[src/rtl/add_serial_pipe_if.sv]
// rtl/add_serial_pipe_if.sv - start/done handshake and operand/result bundle for add_serial_pipe
interface add_serial_pipe_if #(
  parameter int WIDTH = 16
);
  logic             start;
  logic             mode;
  logic [WIDTH-1:0] a;
  logic [WIDTH-1:0] b;
  logic             cin;
  logic             busy;
  logic             done;
  logic [WIDTH-1:0] s;
  logic             co;
  logic             ovf;
  logic             zero;

  modport master (
    output start, mode, a, b, cin,
    input  busy, done, s, co, ovf, zero
  );

  modport slave (
    input  start, mode, a, b, cin,
    output busy, done, s, co, ovf, zero
  );
endinterface

[src/rtl/add_serial_pipe.sv]
// rtl/add_serial_pipe.sv - digit-serial add/subtract, DIGIT bits per clock with registered carry
module add_serial_pipe #(
  parameter int WIDTH = 16,
  parameter int DIGIT = 4
) (
  input  logic           i_clk,
  input  logic           i_rst_n,
  add_serial_pipe_if.slave io_pipe
);
  localparam int N  = WIDTH / DIGIT;
  localparam int CW = (N > 1) ? $clog2(N) : 1;

  typedef enum logic [1:0] {ST_IDLE, ST_RUN, ST_FIN} state_t;

  state_t           r_state;
  state_t           w_state_nxt;
  logic [CW-1:0]    r_cnt;
  logic [WIDTH-1:0] r_a;
  logic [WIDTH-1:0] r_b;
  logic [WIDTH-1:0] r_sum;
  logic [WIDTH-1:0] r_s;
  logic             r_c;
  logic             r_co;
  logic             r_ovf;
  logic             r_zero;

  logic [WIDTH-1:0] w_sum_nxt;
  logic [DIGIT-1:0] w_da;
  logic [DIGIT-1:0] w_db;
  logic [DIGIT-1:0] w_dsum;
  logic             w_dco;
  logic             w_msb_cin;
  logic             w_last;
  logic             w_accept;

  // FIN behaves like IDLE for start so back-to-back ops lose no extra cycle
  assign w_accept = (r_state != ST_RUN) && io_pipe.start;
  assign w_last   = (r_cnt == CW'(N - 1));

  always_comb begin
    w_da      = r_a[int'(r_cnt) * DIGIT +: DIGIT];
    w_db      = r_b[int'(r_cnt) * DIGIT +: DIGIT];
    {w_dco, w_dsum} = {1'b0, w_da} + {1'b0, w_db} + {{DIGIT{1'b0}}, r_c};
    // carry into the digit's top bit recovered from its sum bit
    w_msb_cin = w_da[DIGIT-1] ^ w_db[DIGIT-1] ^ w_dsum[DIGIT-1];
    w_sum_nxt = r_sum;
    w_sum_nxt[int'(r_cnt) * DIGIT +: DIGIT] = w_dsum;
  end

  always_comb begin
    w_state_nxt = r_state;
    case (r_state)
      ST_IDLE: if (w_accept) w_state_nxt = ST_RUN;
      ST_RUN:  if (w_last)   w_state_nxt = ST_FIN;
      ST_FIN:  w_state_nxt = w_accept ? ST_RUN : ST_IDLE;
      default: w_state_nxt = ST_IDLE;
    endcase
  end

  always_ff @(posedge i_clk) begin
    if (!i_rst_n) r_state <= ST_IDLE;
    else          r_state <= w_state_nxt;
  end

  always_ff @(posedge i_clk) begin
    if (!i_rst_n) begin
      r_cnt  <= '0;
      r_a    <= '0;
      r_b    <= '0;
      r_sum  <= '0;
      r_c    <= 1'b0;
      r_s    <= '0;
      r_co   <= 1'b0;
      r_ovf  <= 1'b0;
      r_zero <= 1'b0;
    end else if (w_accept) begin
      // subtract is a + ~b + 1
      r_a   <= io_pipe.a;
      r_b   <= io_pipe.mode ? ~io_pipe.b : io_pipe.b;
      r_c   <= io_pipe.mode ? 1'b1 : io_pipe.cin;
      r_cnt <= '0;
      r_sum <= '0;
    end else if (r_state == ST_RUN) begin
      r_sum <= w_sum_nxt;
      r_c   <= w_dco;
      r_cnt <= r_cnt + CW'(1);
      if (w_last) begin
        r_s    <= w_sum_nxt;
        r_co   <= w_dco;
        r_ovf  <= w_msb_cin ^ w_dco;
        r_zero <= (w_sum_nxt == '0);
      end
    end
  end

  assign io_pipe.busy = (r_state == ST_RUN);
  assign io_pipe.done = (r_state == ST_FIN);
  assign io_pipe.s    = r_s;
  assign io_pipe.co   = r_co;
  assign io_pipe.ovf  = r_ovf;
  assign io_pipe.zero = r_zero;
endmodule

[src/flat_wrapper.sv]
// flat-port wrapper written by rule: the top's interface ports become plain ports
module add_serial_pipe_flat 
#(
  parameter int WIDTH = 16,
  parameter int DIGIT = 4
)
  (i_clk, i_rst_n, io_pipe_start, io_pipe_mode, io_pipe_a, io_pipe_b, io_pipe_cin, io_pipe_busy, io_pipe_done, io_pipe_s, io_pipe_co, io_pipe_ovf, io_pipe_zero);
  add_serial_pipe_if #(.WIDTH(WIDTH)) io_pipe_i ();
  input  logic i_clk;
  input  logic i_rst_n;
  input wire logic [$bits(io_pipe_i.start)-1:0] io_pipe_start;
  input wire logic [$bits(io_pipe_i.mode)-1:0] io_pipe_mode;
  input wire logic [$bits(io_pipe_i.a)-1:0] io_pipe_a;
  input wire logic [$bits(io_pipe_i.b)-1:0] io_pipe_b;
  input wire logic [$bits(io_pipe_i.cin)-1:0] io_pipe_cin;
  output wire logic [$bits(io_pipe_i.busy)-1:0] io_pipe_busy;
  output wire logic [$bits(io_pipe_i.done)-1:0] io_pipe_done;
  output wire logic [$bits(io_pipe_i.s)-1:0] io_pipe_s;
  output wire logic [$bits(io_pipe_i.co)-1:0] io_pipe_co;
  output wire logic [$bits(io_pipe_i.ovf)-1:0] io_pipe_ovf;
  output wire logic [$bits(io_pipe_i.zero)-1:0] io_pipe_zero;
  assign io_pipe_i.start = io_pipe_start;
  assign io_pipe_i.mode = io_pipe_mode;
  assign io_pipe_i.a = io_pipe_a;
  assign io_pipe_i.b = io_pipe_b;
  assign io_pipe_i.cin = io_pipe_cin;
  assign io_pipe_busy = io_pipe_i.busy;
  assign io_pipe_done = io_pipe_i.done;
  assign io_pipe_s = io_pipe_i.s;
  assign io_pipe_co = io_pipe_i.co;
  assign io_pipe_ovf = io_pipe_i.ovf;
  assign io_pipe_zero = io_pipe_i.zero;
  add_serial_pipe #(.WIDTH(WIDTH), .DIGIT(DIGIT)) u_core (.i_clk(i_clk), .i_rst_n(i_rst_n), .io_pipe(io_pipe_i));
endmodule
[config.mk]
export PLATFORM = sky130hd
export DESIGN_NAME = add_serial_pipe_flat
export DESIGN_NICKNAME = d
export VERILOG_FILES = /design/src/rtl/add_serial_pipe_if.sv /design/src/rtl/add_serial_pipe.sv /design/src/flat_wrapper.sv
export SDC_FILE = /design/constraint.sdc
export NUM_CORES = 1
export LEC_CHECK = 0
export ABC_CLOCK_PERIOD_IN_PS = 5110
export BUFFER_PORTS_ARGS = -buffer_cell sky130_fd_sc_hd__clkbuf_2
export CORE_MARGIN = 4
export CORE_UTILIZATION = 55
export DETAILED_ROUTE_END_ITERATION = 16
export GPL_TIMING_DRIVEN = 0
export PLACE_DENSITY_LB_ADDON = 0.3
export RECOVER_POWER = 25
export SKIP_CTS_REPAIR_TIMING = 1
export SLEW_MARGIN = 20
export SYNTH_ARGS = -nofsm -noshare
export SYNTH_HDL_FRONTEND = slang
export SYNTH_SLANG_ARGS = --single-unit
[constraint.sdc]
create_clock -name i_clk -period 5.11 [get_ports i_clk]
set_clock_uncertainty 0.1 [all_clocks]
set_input_delay 1.022 -clock i_clk [delete_from_list [all_inputs] [get_ports i_clk]]
set_output_delay 1.022 -clock i_clk [all_outputs]
set_load 0.01 [all_outputs]
; ---- Word level (Yosys, flattened, before mapping)
; Cells that the tools add are included.
[totals]
regBits = 72
word_cells = 46
[classes]
add_sub_neg = 4
n_eq_ne = 6
shift = 4
mux = 9
n_bitwise = 6
reduce_logical = 7
[ops]
columns = operator, count
row1 = 4-bit negator with 33-bit output, 1
row2 = "4-bit by 33-bit variable shift with 16-bit output, first input constant", 1
row3 = 4-bit by 33-bit variable part select with 16-bit output, 1
row4 = 16-bit by 5-bit variable part select with 4-bit output, 2
row5 = 16-bit bitwise mux, 1
row6 = 16-bit logical NOT, 1
row7 = 16-bit 2-to-1 mux, 1
row8 = 16-bit inverter, 1
row9 = "2-bit by 1-bit != test with 1-bit output, second input constant", 3
row10 = 2-bit case mux with 3 select lines, 1
row11 = 4-bit by 4-bit adder with 5-bit output, 1
row12 = 5-bit by 1-bit adder with 5-bit output, 1
row13 = "2-bit == test, second input constant", 2
row14 = 1-bit 2-to-1 mux, 4
row15 = 2-bit 2-to-1 mux, 2
row16 = 3-bit AND reduction, 1
row17 = 1-bit bitwise XOR, 3
row18 = "2-bit by 1-bit adder with 2-bit output, second input constant", 1
row19 = "2-bit by 1-bit == test with 1-bit output, second input constant", 1
row20 = 2-bit logical NOT, 1
row21 = 1-bit inverter, 2
row22 = 2-bit AND reduction, 1
row23 = 2-bit nonzero test, 1
row24 = 2-bit OR reduction, 1
row25 = 1-bit logical AND, 1

; ---- Logic depth before layout (Yosys ltp)
; Gate-level depths: netlist (run 1).
[logic_depth]
ltp_word = 6
depth_mapped = 11
mapped_depth_nobuf = 9

; ---- Worst setup path before layout (run 1)
; Ideal clock, no wire load.
[synth_timing]
path_type = register to register
start = reg u_core.r_cnt[0]
end = reg u_core.r_zero, in the netlist u_core.io_pipe.zero
t_arrival_ns = 2.773
required_ns = 4.893
setup_slack_ns = 2.120
stages_incl_launch_ff = 12
path_cell_list = dfxtp_1 -> buf_4 -> buf_2 -> mux4_2 -> fa_1 -> inv_1 -> fa_1 -> nor2_1 -> a41oi_1 -> nand4_1 -> a21oi_1 -> o2bb2ai_1
[synth_between]
elab_chain_cells = 6
word_cells_on_any_way = 11
[synth_lines]
columns = item, line_no
row1 = from (decl), add_serial_pipe.sv:17  ; logic [CW-1:0] r_cnt;
row2 = from (signal assigned), add_serial_pipe.sv:86  ; r_cnt <= r_cnt + CW'(1);
row3 = "16-bit by 5-bit variable part select with 4-bit output, on equally long branches", "add_serial_pipe.sv:41, add_serial_pipe.sv:42"
row4 = 4-bit by 4-bit adder with 5-bit output, add_serial_pipe.sv:43  ; {w_dco, w_dsum} = {1'b0, w_da} + {1'b0, w_db} + {{DIGIT{1'b0}}, r_c};
row5 = 5-bit by 1-bit adder with 5-bit output, add_serial_pipe.sv:43
row6 = 4-bit by 33-bit variable part select with 16-bit output, add_serial_pipe.sv:47  ; w_sum_nxt[int'(r_cnt) * DIGIT +: DIGIT] = w_dsum;
row7 = 16-bit bitwise mux, add_serial_pipe.sv:47
row8 = 16-bit logical NOT, add_serial_pipe.sv:91  ; r_zero <= (w_sum_nxt == '0);
row9 = to (signal assigned), add_serial_pipe.sv:91
row10 = to (decl), add_serial_pipe.sv:25  ; logic r_zero;
; Several ways; a longest one is shown, not always the timed one.
; A chain may end at the register's enable or synchronous reset.

; ---- Worst setup path after layout (run 1)
; Ends and elaborated chain as after synthesis.

==> results of run 1 <==
worst max path at each step:
stage               slack [ns]                    startpoint                               end  depth (start not counted)
finish                    1.56  u_core.r_cnt[0]$_SDFFE_PP0P_  u_core.io_pipe.zero$_SDFFE_PN0P_                         11
global route              1.38  u_core.r_cnt[0]$_SDFFE_PP0P_  u_core.io_pipe.zero$_SDFFE_PN0P_                         11
CTS                       1.61  u_core.r_cnt[0]$_SDFFE_PP0P_  u_core.io_pipe.zero$_SDFFE_PN0P_                         11
detailed placement        1.64  u_core.r_cnt[0]$_SDFFE_PP0P_  u_core.io_pipe.zero$_SDFFE_PN0P_                         11
global placement          1.65  u_core.r_cnt[0]$_SDFFE_PP0P_  u_core.io_pipe.zero$_SDFFE_PN0P_                         11
floorplan                 2.12  u_core.r_cnt[0]$_SDFFE_PP0P_  u_core.io_pipe.zero$_SDFFE_PN0P_                         11
kinds of logic after synthesis:
family | Yosys count | synth area share
muxes | 8 | 0.0551
adders and majority gates | 11 | 0.0457
and+or+nand+nor | 124 | 0.170
AOI/OAI and AO/OA | 96 | 0.196
DFF | 72 | 0.432
buffers and inverters | 37 | 0.0513
xor gates and xnor gates | 19 | 0.0499
area by class of cell:
class / instances / area (µm²)
inverter: 11 / 43.8
timing repair buffer: 55 / 270
tap: 75 / 93.8
clock buffer: 12 / 135
clock inverter: 4 / 45.0
fill: 526 / 2040
buffer: 26 / 125
multi-input combinational: 258 / 1730
sequential: 72 / 1440
power by group:
group          internal (mW)  leakage [nW]  switching [mW]
logic                 0.0850         0.888           0.120
clock network          0.224        0.0941           0.208
registers              0.589         0.588          0.0149
critical path, cell delays in order (launching register included):
cell	delay, ns
dfxtp_1	0.40
buf_4	0.20
buf_2	0.31
mux4_2	0.57
fa_1	0.42
inv_1	0.08
fa_1	0.20
xnor2_1	0.19
a21oi_1	0.33
nand4_1	0.17
nor4_1	0.36
o2bb2ai_1	0.16
layout by cell type, fill, tap and decap left out, types with 4 or more instances in the layout:
master and instances:
clkbuf_1 20, dfxtp_1 72, a31oi_1 7, clkbuf_8 9, clkbuf_2 51, o21ai_0 7, ha_1 9, nor2_1 48
mux4_2 7, nand2_1 44, inv_1 10, a211oi_1 41, buf_2 10, a21oi_1 25, nor2b_1 11, xnor2_1 19
nand2b_1 4
registers in the layout, summed over array words and instances (netlist names):
| register | flops |
|---|---|
| u_core.io_pipe.s | 16 |
| u_core.io_pipe.zero | 1 |
| u_core.r_cnt | 2 |
| u_core.r_a | 16 |
| u_core.io_pipe.co | 1 |
| u_core.r_b | 16 |
| u_core.r_sum | 16 |
| u_core.io_pipe.ovf | 1 |
| u_core.r_c | 1 |
| u_core.r_state | 2 |
routing by layer:
metal	GRT usage	share of wire	up-vias
li1	-	-	1429
met1	0.277	0.43	1379
met2	0.384	0.49	95
met3	0.0500	0.057	14
met4	0.0921	0.020	0
met5	0	0	-
==> summary.log, run 1 <==
qor: cells_and_area.area_delta_synth_final 16.2%
qor: synth.netlist_instances 367
qor: synth.synth-edff-count 0
qor: synth.synth-warning-count 0
qor: sta.tightestPinTransition 0.637 ns
qor: critical_path.rr_startpoint u_core.r_cnt[0]$_SDFFE_PP0P_
qor: grt.grt_pass1_vias 2,707
qor: sta.fin_crit_sh 0.695
qor: clock_tree.cts_max_path_bufs 2
qor: die.placeableCoreArea 5920 µm²
qor: sta.hold_violations 0
qor: placement.post_dp_cell_area 3710 µm²
qor: route.wire_per_inst 15.8 µm
qor: critical_path.startpoint_type flop
qor: synth.netlist_top_cells_count 72 x dfxtp_1, 48 x nor2_1, 44 x nand2_1, 41 x a211oi_1, 25 x a21oi_1
qor: synth.synth_top_area_cell dfxtp_1
qor: sta.final_critical_path_setup_slack 1.56 ns
qor: route.drt_pre_antenna_iters 4
qor: grt.grtUsageTotal 0.226
qor: job.max_cap_viol_count 0
qor: cells_and_area.final_net_count 481
qor: die.chipHeight 85.9 µm
qor: sta.setup_viol_count_final 0
qor: die.top_level_pins 58
qor: pwr.p_total 1.24 mW
qor: clock_tree.clkSlewWorstSetupHoldPaths 0.07 ns
qor: route.route.detailed.vias_per_inst 5.69
qor: sta.final_period_minus_worst_setup_slack 3.55 ns
qor: placement.dp_hpwl 5.90 mm
qor: placement.gp_congestion 0.981
qor: critical_path.regToRegSetupSlack 1.56 ns
qor: sta.slew_viol_final 0
qor: route.via_count 2,917
qor: grt.first_pass_grt_wire_length 13.0 mm
qor: hold_path.worstHoldEndpoint u_core.r_a[9]$_SDFFE_PN0P_
qor: die.core.rowCount 28
qor: synth.synth_sequential_area_ratio 0.432
qor: die.die_x 85.9 µm
qor: pwr.max-vdd-ir-drop 188 µV
qor: grt.overflow 0
qor: cells_and_area.final_cell_area 3880 µm²
qor: sta.setup_repair_after_global_routing_missed_its_margin false
qor: clock_tree.htree_num_levels 3
qor: die.initial_core_util 0.564
qor: pwr.power_leakage 1.57 nW
qor: cells_and_area.drive_above_1_share 0.196
qor: run_status.status finished, final reports clean
qor: synth.synth.distinct_cells 41
qor: synth.synth_top_cells_by_area dfxtp_1 43%, a211oi_1 9.2%, nor2_1 5.4%
qor: route.route.detailed.drc 0
qor: placement.post-place-cells 497
qor: hold_path.hold_path.class reg2reg
qor: cells_and_area.postLayoutCoreUtil 0.655
qor: synth.synth_most_common_cell dfxtp_1
qor: clock_tree.clockRootBuffer clkbuf_8
qor: route.iteration_0_drc_markers 159
qor: critical_path.worst_ep_required_time 5.29 ns
qor: synth.synth.top_cell.area_share 0.432
qor: hold_path.worst_hold_startpoint u_core.r_a[9]$_SDFFE_PN0P_
qor: sta.hold-worst-slack 0.355 ns
qor: critical_path.worstReg2RegEnd u_core.io_pipe.zero$_SDFFE_PN0P_
qor: grt.antenna_violations_before_repair 0
qor: cells_and_area.fin_cells 513
qor: clock_tree.insertion_delay 0.35 ns
qor: synth.post_synthesis_cell_area 3340 µm²
qor: clock_tree.tritoncts_num_sinks 72
qor: synth.ys_seq_elements 72
qor: sta.timing.max_slew.rel_slack 0.575
qor: synth.post_synthesis_net_count 415
qor: synth.dominantRegCellSynth dfxtp_1
qor: clock_tree.cts_tree done
qor: sta.clock.fmax 0.282 GHz
qor: critical_path.crit_fanout 10
qor: critical_path.end_kind flop
qor: route.routed_wirelength 8.11 mm
qor: clock_tree.number_of_buffers_inserted_during_clock_tree_synthesis 9
qor: sta.fin_setup_tns 0 ns
qor: cells_and_area.antenna-diode-count 0
qor: synth.postSynth.asyncResetShare 0
qor: pwr.power_density 320 nW/µm²
qor: critical_path.worst-r2r-cell-count 11
qor: die.die-area 7380 µm²
qor: placement.port-buffer-count 55
qor: route.drt.antenna.violating_nets 0
qor: critical_path.cp.arrival 3.73 ns
qor: critical_path.critical_path_class reg2reg
qor: grt.grt_start_max_net_pins 12
qor: hold_path.hold_depth 2
qor: synth.postSynthAreaPerCell 9.10 µm²
qor: placement.post_place_worst_slack 1.64 ns
Power figures use the tool's default switching activity.
==> run 2, diff against run 1 <==
--- a/config.mk
+++ b/config.mk
@@ -5,7 +5,7 @@
 export SDC_FILE = /design/constraint.sdc
 export NUM_CORES = 1
 export LEC_CHECK = 0
-export ABC_CLOCK_PERIOD_IN_PS = 5110
+export ABC_CLOCK_PERIOD_IN_PS = 3700
 export BUFFER_PORTS_ARGS = -buffer_cell sky130_fd_sc_hd__clkbuf_2
 export CORE_MARGIN = 4
 export CORE_UTILIZATION = 55
==> constraint.sdc (replaced) <==
create_clock -name i_clk -period 3.7 [get_ports i_clk]
set_clock_uncertainty 0.1 [all_clocks]
set_input_delay 0.74 -clock i_clk [delete_from_list [all_inputs] [get_ports i_clk]]
set_output_delay 0.74 -clock i_clk [all_outputs]
set_load 0.01 [all_outputs]
==> summary.log, run 2 (synthesized netlist as in run 1, its figures left out) <==
qor: cells_and_area.final_cell_area 3870 µm² [-0.35%]
qor: hold_path.hold_path.class reg2reg
qor: route.drt_pre_antenna_iters 4 [unchanged]
qor: pwr.power_density 444 nW/µm² [+39%]
qor: clock_tree.tritoncts_num_sinks 72 [unchanged]
qor: clock_tree.htree_num_levels 3 [unchanged]
qor: placement.port-buffer-count 55 [unchanged]
qor: clock_tree.insertion_delay 0.35 ns [about the same]
qor: die.top_level_pins 58 [unchanged]
qor: route.via_count 2,906 [-0.38%]
qor: critical_path.crit_path_top_cell_by_count fa_1
qor: cells_and_area.most-common-layout-cells 72 x dfxtp_1, 48 x nor2_1, 44 x nand2_1, 41 x a211oi_1, 36 x clkbuf_2
qor: clock_tree.cts_max_path_bufs 2 [unchanged]
qor: sta.tightestPinTransition 0.634 ns [-0.00287 ns]
qor: pwr.p_int 1.24 mW [+38%]
qor: critical_path.crit_fanout 10 [unchanged]
qor: critical_path.rr_startpoint u_core.r_cnt[0]$_SDFFE_PP0P_
qor: grt.antenna_violations_before_repair 0 [unchanged]
qor: job.max_cap_viol_count 0 [unchanged]
qor: sta.clock.fmax 0.288 GHz [+2.2%]
qor: grt.overflow 0 [unchanged]
qor: sta.hold_violations 0 [unchanged]
qor: cells_and_area.layout_commonest_cell dfxtp_1
qor: route.routed_wirelength 8.14 mm [+0.30%]
qor: sta.setup_repair_after_global_routing_missed_its_margin false
qor: cells_and_area.drive_above_1_share 0.167 [-0.0297]
qor: die.die-area 7380 µm² [unchanged]
qor: sta.fin_crit_sh 0.939 [+0.245]
qor: critical_path.critical_path.top_delay_family adder cells
qor: grt.grt_start_max_net_pins 12 [unchanged]
qor: clock_tree.cts_tree done
qor: clock_tree.number_of_buffers_inserted_during_clock_tree_synthesis 9 [unchanged]
qor: die.placeableCoreArea 5920 µm² [unchanged]
qor: hold_path.hold_depth 2 [unchanged]
qor: route.iteration_0_drc_markers 147 [-7.5%]
qor: pwr.power.combinational.fraction 0.166 [about the same]
qor: sta.slew_viol_final 0 [unchanged]
qor: grt.grtUsageTotal 0.226 [unchanged]
qor: placement.post_dp_cell_area 3710 µm² [unchanged]
qor: critical_path.startpoint_type flop
qor: die.initial_core_util 0.564 [unchanged]
qor: placement.dp_hpwl 5.90 mm [unchanged]
qor: pwr.clock_power_share 0.348 [about the same]
qor: critical_path.cp.arrival 3.66 ns [-0.07 ns]
qor: critical_path.startpoint u_core.r_cnt[0]$_SDFFE_PP0P_
qor: run_status.status finished, final reports clean
qor: critical_path.path_cells buf_4 -> clkbuf_4 -> mux4_2 -> fa_1 -> inv_1 -> fa_1 -> xnor2_1 -> a21oi_1 -> nand4_1 -> nor4_1 -> o2bb2ai_1
qor: cells_and_area.antenna-diode-count 0 [unchanged]
qor: pwr.sw_frac_of_total 0.277 [+0.000581]
qor: grt.first_pass_grt_wire_length 13.0 mm [unchanged]
qor: sta.timing.max_slew.rel_slack 0.577 [+0.00191]
qor: pwr.max-vdd-ir-drop 261 µV [+38%]
qor: critical_path.worstReg2RegEnd u_core.io_pipe.zero$_SDFFE_PN0P_
qor: grt.grt_pass1_vias 2,707 [unchanged]
qor: critical_path.critical_path.slowest_cell mux4_2
qor: route.drt.antenna.violating_nets 0 [unchanged]
qor: placement.gp_congestion 0.981 [unchanged]
qor: pwr.power_leakage 1.52 nW [-3.0%]
qor: sta.fin_setup_tns 0 ns [unchanged]
qor: clock_tree.clkSlewWorstSetupHoldPaths 0.07 ns [about the same]
qor: die.core.rowCount 28 [unchanged]
qor: critical_path.regToRegSetupSlack 0.22 ns [-1.34 ns]
qor: critical_path.crit_path_max_incr_delay 0.55 ns [-0.02 ns]
qor: die.chipHeight 85.9 µm [unchanged]
qor: pwr.power.switching 0.475 mW [+39%]
qor: die.die_x 85.9 µm [unchanged]
qor: pwr.seq_power_share 0.486 [about the same]
qor: critical_path.cp.buffers_inverters 3 [unchanged]
qor: critical_path.critical_path_cell_count 11 [unchanged]
qor: pwr.p_total 1.72 mW [+38%]
qor: route.route.detailed.drc 0 [unchanged]
qor: clock_tree.clockRootBuffer clkbuf_8
qor: cells_and_area.final_net_count 481 [unchanged]
qor: critical_path.critical_path.endpoint u_core.io_pipe.zero$_SDFFE_PN0P_
qor: sta.setup_viol_count_final 0 [unchanged]
qor: critical_path.worst_ep_required_time 3.88 ns [-1.41 ns]
qor: critical_path.end_kind flop
qor: sta.final_period_minus_worst_setup_slack 3.48 ns [-0.0748 ns]
qor: critical_path.critical_path_class reg2reg
qor: route.route.detailed.vias_per_inst 5.66 [-0.38%]
qor: critical_path.worst-r2r-cell-count 11 [unchanged]
qor: cells_and_area.area_delta_synth_final 15.8%
qor: route.wire_per_inst 15.9 µm [+0.30%]
[run 2: power by group through the flow]
stage	logic, mW	clock network (mW)	registers, mW
final	0.285	0.597	0.835
after detailed placement	0.280	0	0.852
after global routing	0.312	0.640	0.839
after floorplan	0.205	0	0.846
after CTS	0.282	0.605	0.834
after global placement	0.274	0	0.850
[run 2: worst min-delay path by stage]
stage                               start                          to  slack [ns]
6_report       u_core.r_a[9]$_SDFFE_PN0P_  u_core.r_a[9]$_SDFFE_PN0P_        0.36
5_1_grt        u_core.r_a[4]$_SDFFE_PN0P_  u_core.r_a[4]$_SDFFE_PN0P_        0.38
4_1_cts        u_core.r_a[8]$_SDFFE_PN0P_  u_core.r_a[8]$_SDFFE_PN0P_        0.36
3_5_place_dp   u_core.r_a[8]$_SDFFE_PN0P_  u_core.r_a[8]$_SDFFE_PN0P_        0.35
3_3_place_gp   u_core.r_a[4]$_SDFFE_PN0P_  u_core.r_a[4]$_SDFFE_PN0P_        0.34
2_1_floorplan  u_core.r_a[5]$_SDFFE_PN0P_  u_core.r_a[5]$_SDFFE_PN0P_        0.33
[run 2: layout make-up]
cell class / instances / area [µm²]
timing repair buffer: 55 / 251
multi-input combinational: 258 / 1730
inverter: 11 / 43.8
sequential: 72 / 1440
tap: 75 / 93.8
clock inverter: 4 / 45.0
clock buffer: 12 / 135
fill: 537 / 2050
buffer: 26 / 130
[run 2: metal layers]
layer	vias to the layer above	track usage	part of all wire
met3	14	0.0500	0.061
met2	100	0.384	0.49
met1	1365	0.277	0.43
met4	0	0.0921	0.019
li1	1427	-	-
met5	-	0	0
[run 2: stage by stage]
| stage | hold slack (ns) | utilization | setup slack [ns] | std cells |
|---|---|---|---|---|
| after detailed placement | 0.348 | 0.626 | 0.235 | 497 |
| final | 0.356 | 0.653 | 0.224 | 513 |
| after global placement | 0.339 | 0.626 | 0.243 | 497 |
| after floorplan | 0.333 | - | 0.710 | 367 |
| after CTS | 0.358 | 0.657 | 0.205 | 513 |
| after global routing | 0.381 | 0.653 | 0.0493 | 513 |
[run 2: tightest hold or removal path: stages, from the launching register on]
cell     delay [ns]
dfxtp_1        0.31
nand2_1        0.05
a21oi_1        0.05
==> run 3, diff against run 2 <==
--- a/config.mk
+++ b/config.mk
@@ -5,6 +5,7 @@
 export SDC_FILE = /design/constraint.sdc
 export NUM_CORES = 1
 export LEC_CHECK = 0
+export ABC_AREA = 1
 export ABC_CLOCK_PERIOD_IN_PS = 3700
 export BUFFER_PORTS_ARGS = -buffer_cell sky130_fd_sc_hd__clkbuf_2
 export CORE_MARGIN = 4
@@ -14,7 +15,6 @@
 export PLACE_DENSITY_LB_ADDON = 0.3
 export RECOVER_POWER = 25
 export SKIP_CTS_REPAIR_TIMING = 1
-export SLEW_MARGIN = 20
 export SYNTH_ARGS = -nofsm -noshare
 export SYNTH_HDL_FRONTEND = slang
 export SYNTH_SLANG_ARGS = --single-unit
==> summary.log, run 3 <==
qor: run_status.status finished, final reports clean
qor: pwr.power.combinational.fraction 0.168 [+0.002]
qor: critical_path.end_kind flop
qor: pwr.power.switching 0.494 mW [+3.8%]
qor: critical_path.worst_ep_required_time 3.88 ns [about the same]
qor: synth.ys_seq_elements 72 [unchanged]
qor: sta.fin_crit_sh 0.901 [-0.0388]
qor: sta.hold-worst-slack 0.371 ns [+0.0145 ns]
qor: sta.setup_repair_after_global_routing_missed_its_margin false
qor: grt.antenna_violations_before_repair 0 [unchanged]
qor: route.via_count 3,361 [+16%]
qor: grt.grt_start_max_net_pins 13 [+1]
qor: critical_path.critical_path.endpoint u_core.io_pipe.zero$_SDFFE_PN0P_
qor: critical_path.worst-r2r-cell-count 18 [+7]
qor: pwr.sw_frac_of_total 0.273 [-0.00381]
qor: sta.slew_viol_final 0 [unchanged]
qor: synth.dominantRegCellSynth dfxtp_1
qor: clock_tree.tritoncts_num_sinks 72 [unchanged]
qor: route.route.detailed.drc 0 [unchanged]
qor: clock_tree.number_of_buffers_inserted_during_clock_tree_synthesis 9 [unchanged]
qor: synth.synth.distinct_cells 28 [-32%]
qor: synth.post_synthesis_net_count 541 [+30%]
qor: hold_path.hold_path.class reg2reg
qor: die.die-area 7660 µm² [+3.8%]
qor: synth.netlist_instances 493 [+34%]
qor: clock_tree.clkSlewWorstSetupHoldPaths 0.07 ns [about the same]
qor: synth.postSynthAreaPerCell 7.06 µm² [-22%]
qor: synth.synth-edff-count 0 [unchanged]
qor: placement.dp_hpwl 6.45 mm [+9.5%]
qor: critical_path.critical_path_class reg2reg
qor: die.placeableCoreArea 6030 µm² [+1.8%]
qor: die.core.rowCount 28 [unchanged]
qor: critical_path.worstReg2RegEnd u_core.io_pipe.zero$_SDFFE_PN0P_
qor: placement.gp_congestion 0.943 [-3.9%]
qor: grt.grtUsageTotal 0.247 [+0.0213]
qor: clock_tree.cts_max_path_bufs 2 [unchanged]
qor: critical_path.rr_startpoint u_core.r_cnt[0]$_SDFFE_PP0P_
qor: cells_and_area.drive_above_1_share 0.151 [-0.0160]
qor: cells_and_area.most-common-layout-cells 94 x nor2_1, 85 x nand2_1, 72 x dfxtp_1, 58 x o21ai_0, 54 x clkbuf_2
qor: synth.synth_top_area_cell dfxtp_1
qor: synth.synth.top_cell.area_share 0.414 [-0.0175]
qor: grt.grt_pass1_vias 3,171 [+17%]
qor: synth.synth_top_cells_by_area dfxtp_1 41%, nor2_1 10%, nand2_1 9.0%
qor: cells_and_area.fillCellCount 564 [+5.0%]
qor: job.max_cap_viol_count 0 [unchanged]
qor: sta.final_period_minus_worst_setup_slack 3.33 ns [-0.143 ns]
qor: pwr.power_leakage 2.00 nW [+31%]
qor: synth.synth_sequential_area_ratio 0.414 [-0.0175]
qor: grt.overflow 0 [unchanged]
qor: placement.port-buffer-count 55 [unchanged]
qor: sta.hold_violations 0 [unchanged]
qor: sta.fin_setup_tns 0 ns [unchanged]
qor: pwr.power_density 448 nW/µm² [+0.83%]
qor: cells_and_area.final_net_count 607 [+26%]
qor: sta.tightestPinTransition 0.795 ns [+0.161 ns]
qor: grt.first_pass_grt_wire_length 14.7 mm [+13%]
qor: pwr.p_int 1.31 mW [+5.8%]
qor: critical_path.startpoint u_core.r_cnt[0]$_SDFFE_PP0P_
qor: synth.postSynth.asyncResetShare 0 [unchanged]
qor: synth.synth_most_common_cell nor2_1
qor: route.wire_per_inst 13.3 µm [-16%]
qor: critical_path.regToRegSetupSlack 0.37 ns [+0.14 ns]
qor: sta.clock.fmax 0.300 GHz [+4.3%]
qor: clock_tree.cts_tree done
qor: hold_path.hold_depth 2 [unchanged]
qor: route.drt.antenna.violating_nets 0 [unchanged]
qor: die.top_level_pins 58 [unchanged]
qor: synth.post_synthesis_cell_area 3480 µm² [+4.2%]
qor: pwr.max-vdd-ir-drop 309 µV [+18%]
qor: pwr.seq_power_share 0.465 [-0.021]
qor: cells_and_area.fin_cells 639 [+25%]
qor: critical_path.cp.arrival 3.51 ns [-0.15 ns]
qor: sta.setup_viol_count_final 0 [unchanged]
qor: synth.synth-warning-count 0 [unchanged]
qor: route.route.detailed.vias_per_inst 5.26 [-7.1%]
qor: die.die_x 87.5 µm [+1.9%]
qor: die.chipHeight 87.5 µm [+1.9%]
qor: pwr.clock_power_share 0.367 [+0.019]
qor: die.initial_core_util 0.577 [+0.0136]
qor: cells_and_area.layout_commonest_cell nor2_1
qor: clock_tree.clockRootBuffer clkbuf_8
qor: route.routed_wirelength 8.51 mm [+4.5%]
qor: placement.post-place-cells 623 [+25%]
qor: sta.timing.max_slew.rel_slack 0.468 [-0.109]
qor: critical_path.startpoint_type flop
qor: cells_and_area.area_delta_synth_final 16.0%
qor: cells_and_area.antenna-diode-count 0 [unchanged]
qor: clock_tree.insertion_delay 0.35 ns [about the same]
qor: synth.netlist_top_cells_count 93 x nor2_1, 83 x nand2_1, 72 x dfxtp_1, 50 x o21ai_0, 48 x inv_1
qor: clock_tree.htree_num_levels 3 [unchanged]
qor: route.iteration_0_drc_markers 273 [+86%]
qor: route.drt_pre_antenna_iters 5 [+1]
qor: critical_path.crit_fanout 10 [unchanged]
==> run 3: cell count changes in the layout (fill, tap and decap cells not counted), moves of 18 or more <==
| cell | delta |
|---|---|
| o21ai_0 | +51 |
| a211oi_1 | -36 |
| clkbuf_1 | -19 |
| clkbuf_2 | +18 |
| nand2_1 | +41 |
| nand3_1 | +37 |
| inv_1 | +41 |
| nor2_1 | +46 |
==> run 3: power by group through the flow <==
stage	Sequential, mW	Clock (mW)	Combinational (mW)
floorplan	0.851	0	0.222
global placement	0.856	0	0.296
global route	0.844	0.703	0.349
detailed placement	0.858	0	0.305
finish	0.841	0.663	0.303
CTS	0.841	0.669	0.306
==> run 3: metal layers <==
layer / vias up / global-route usage / share of wire
li1: 1708 / - / -
met5: - / 0 / 0
met3: 25 / 0.0339 / 0.069
met4: 0 / 0.141 / 0.035
met1: 1499 / 0.330 / 0.45
met2: 129 / 0.384 / 0.45
==> run 3: cell type report <==
cell class / count / area (µm²) / share of cell area
multi-input cells: 343 / 1690 / 0.420
flip-flops and latches: 72 / 1440 / 0.357
repair buffers: 55 / 274 / 0.0679
inverters: 54 / 203 / 0.0502
clock buffers: 14 / 183 / 0.0453
plain buffers: 24 / 113 / 0.0279
well taps: 75 / 93.8 / 0.0232
clock inverters: 2 / 35.0 / 0.00868
==> run 3: cells by family after synthesis <==
kind of cell,share of synthesized area
AO/OA/AOI/OAI,0.141
AND/OR/NAND/NOR,0.267
adder cells (fa/ha/maj),0.0439
XOR/XNOR,0.0428
buffers and inverters,0.0913
flip-flops,0.414
==> run 3: per-stage QoR <==
stage	util	worst slack [ns]	power (mW)	area (µm²)
after detailed placement	0.639	0.408	1.16	3850
after floorplan	-	0.957	1.07	3480
after CTS	0.675	0.379	1.82	4070
after global placement	0.639	0.434	1.15	3850
after global routing	0.670	0.0236	1.90	4040
final	0.670	0.368	1.81	4040
==> run 3: worst min-delay path by stage <==
| stage | from | to | slack [ns] |
|---|---|---|---|
| floorplan | u_core.r_a[11]$_SDFFE_PN0P_ | u_core.r_a[11]$_SDFFE_PN0P_ | 0.35 |
| global placement | u_core.io_pipe.s[12]$_SDFFE_PN0P_ | u_core.io_pipe.s[12]$_SDFFE_PN0P_ | 0.36 |
| detailed placement | u_core.io_pipe.zero$_SDFFE_PN0P_ | u_core.io_pipe.zero$_SDFFE_PN0P_ | 0.36 |
| CTS | u_core.io_pipe.zero$_SDFFE_PN0P_ | u_core.io_pipe.zero$_SDFFE_PN0P_ | 0.37 |
| global route | u_core.io_pipe.s[12]$_SDFFE_PN0P_ | u_core.io_pipe.s[12]$_SDFFE_PN0P_ | 0.39 |
| finish | u_core.io_pipe.s[11]$_SDFFE_PN0P_ | u_core.io_pipe.s[11]$_SDFFE_PN0P_ | 0.37 |
==> run 3: worst max-delay path, cell delays in order, from the launching register on <==
cell     delay, ns
dfxtp_1       0.42
buf_4         0.20
buf_2         0.24
buf_2         0.26
nor2_1        0.07
o22ai_1       0.24
fa_1          0.26
inv_1         0.06
fa_1          0.50
nor2_1        0.08
nand3_1       0.10
nand2_1       0.08
nor2_1        0.11
nand2_1       0.06
nor2_1        0.13
nand2_1       0.06
nor2_1        0.09
nand3_1       0.09
a21oi_1       0.12
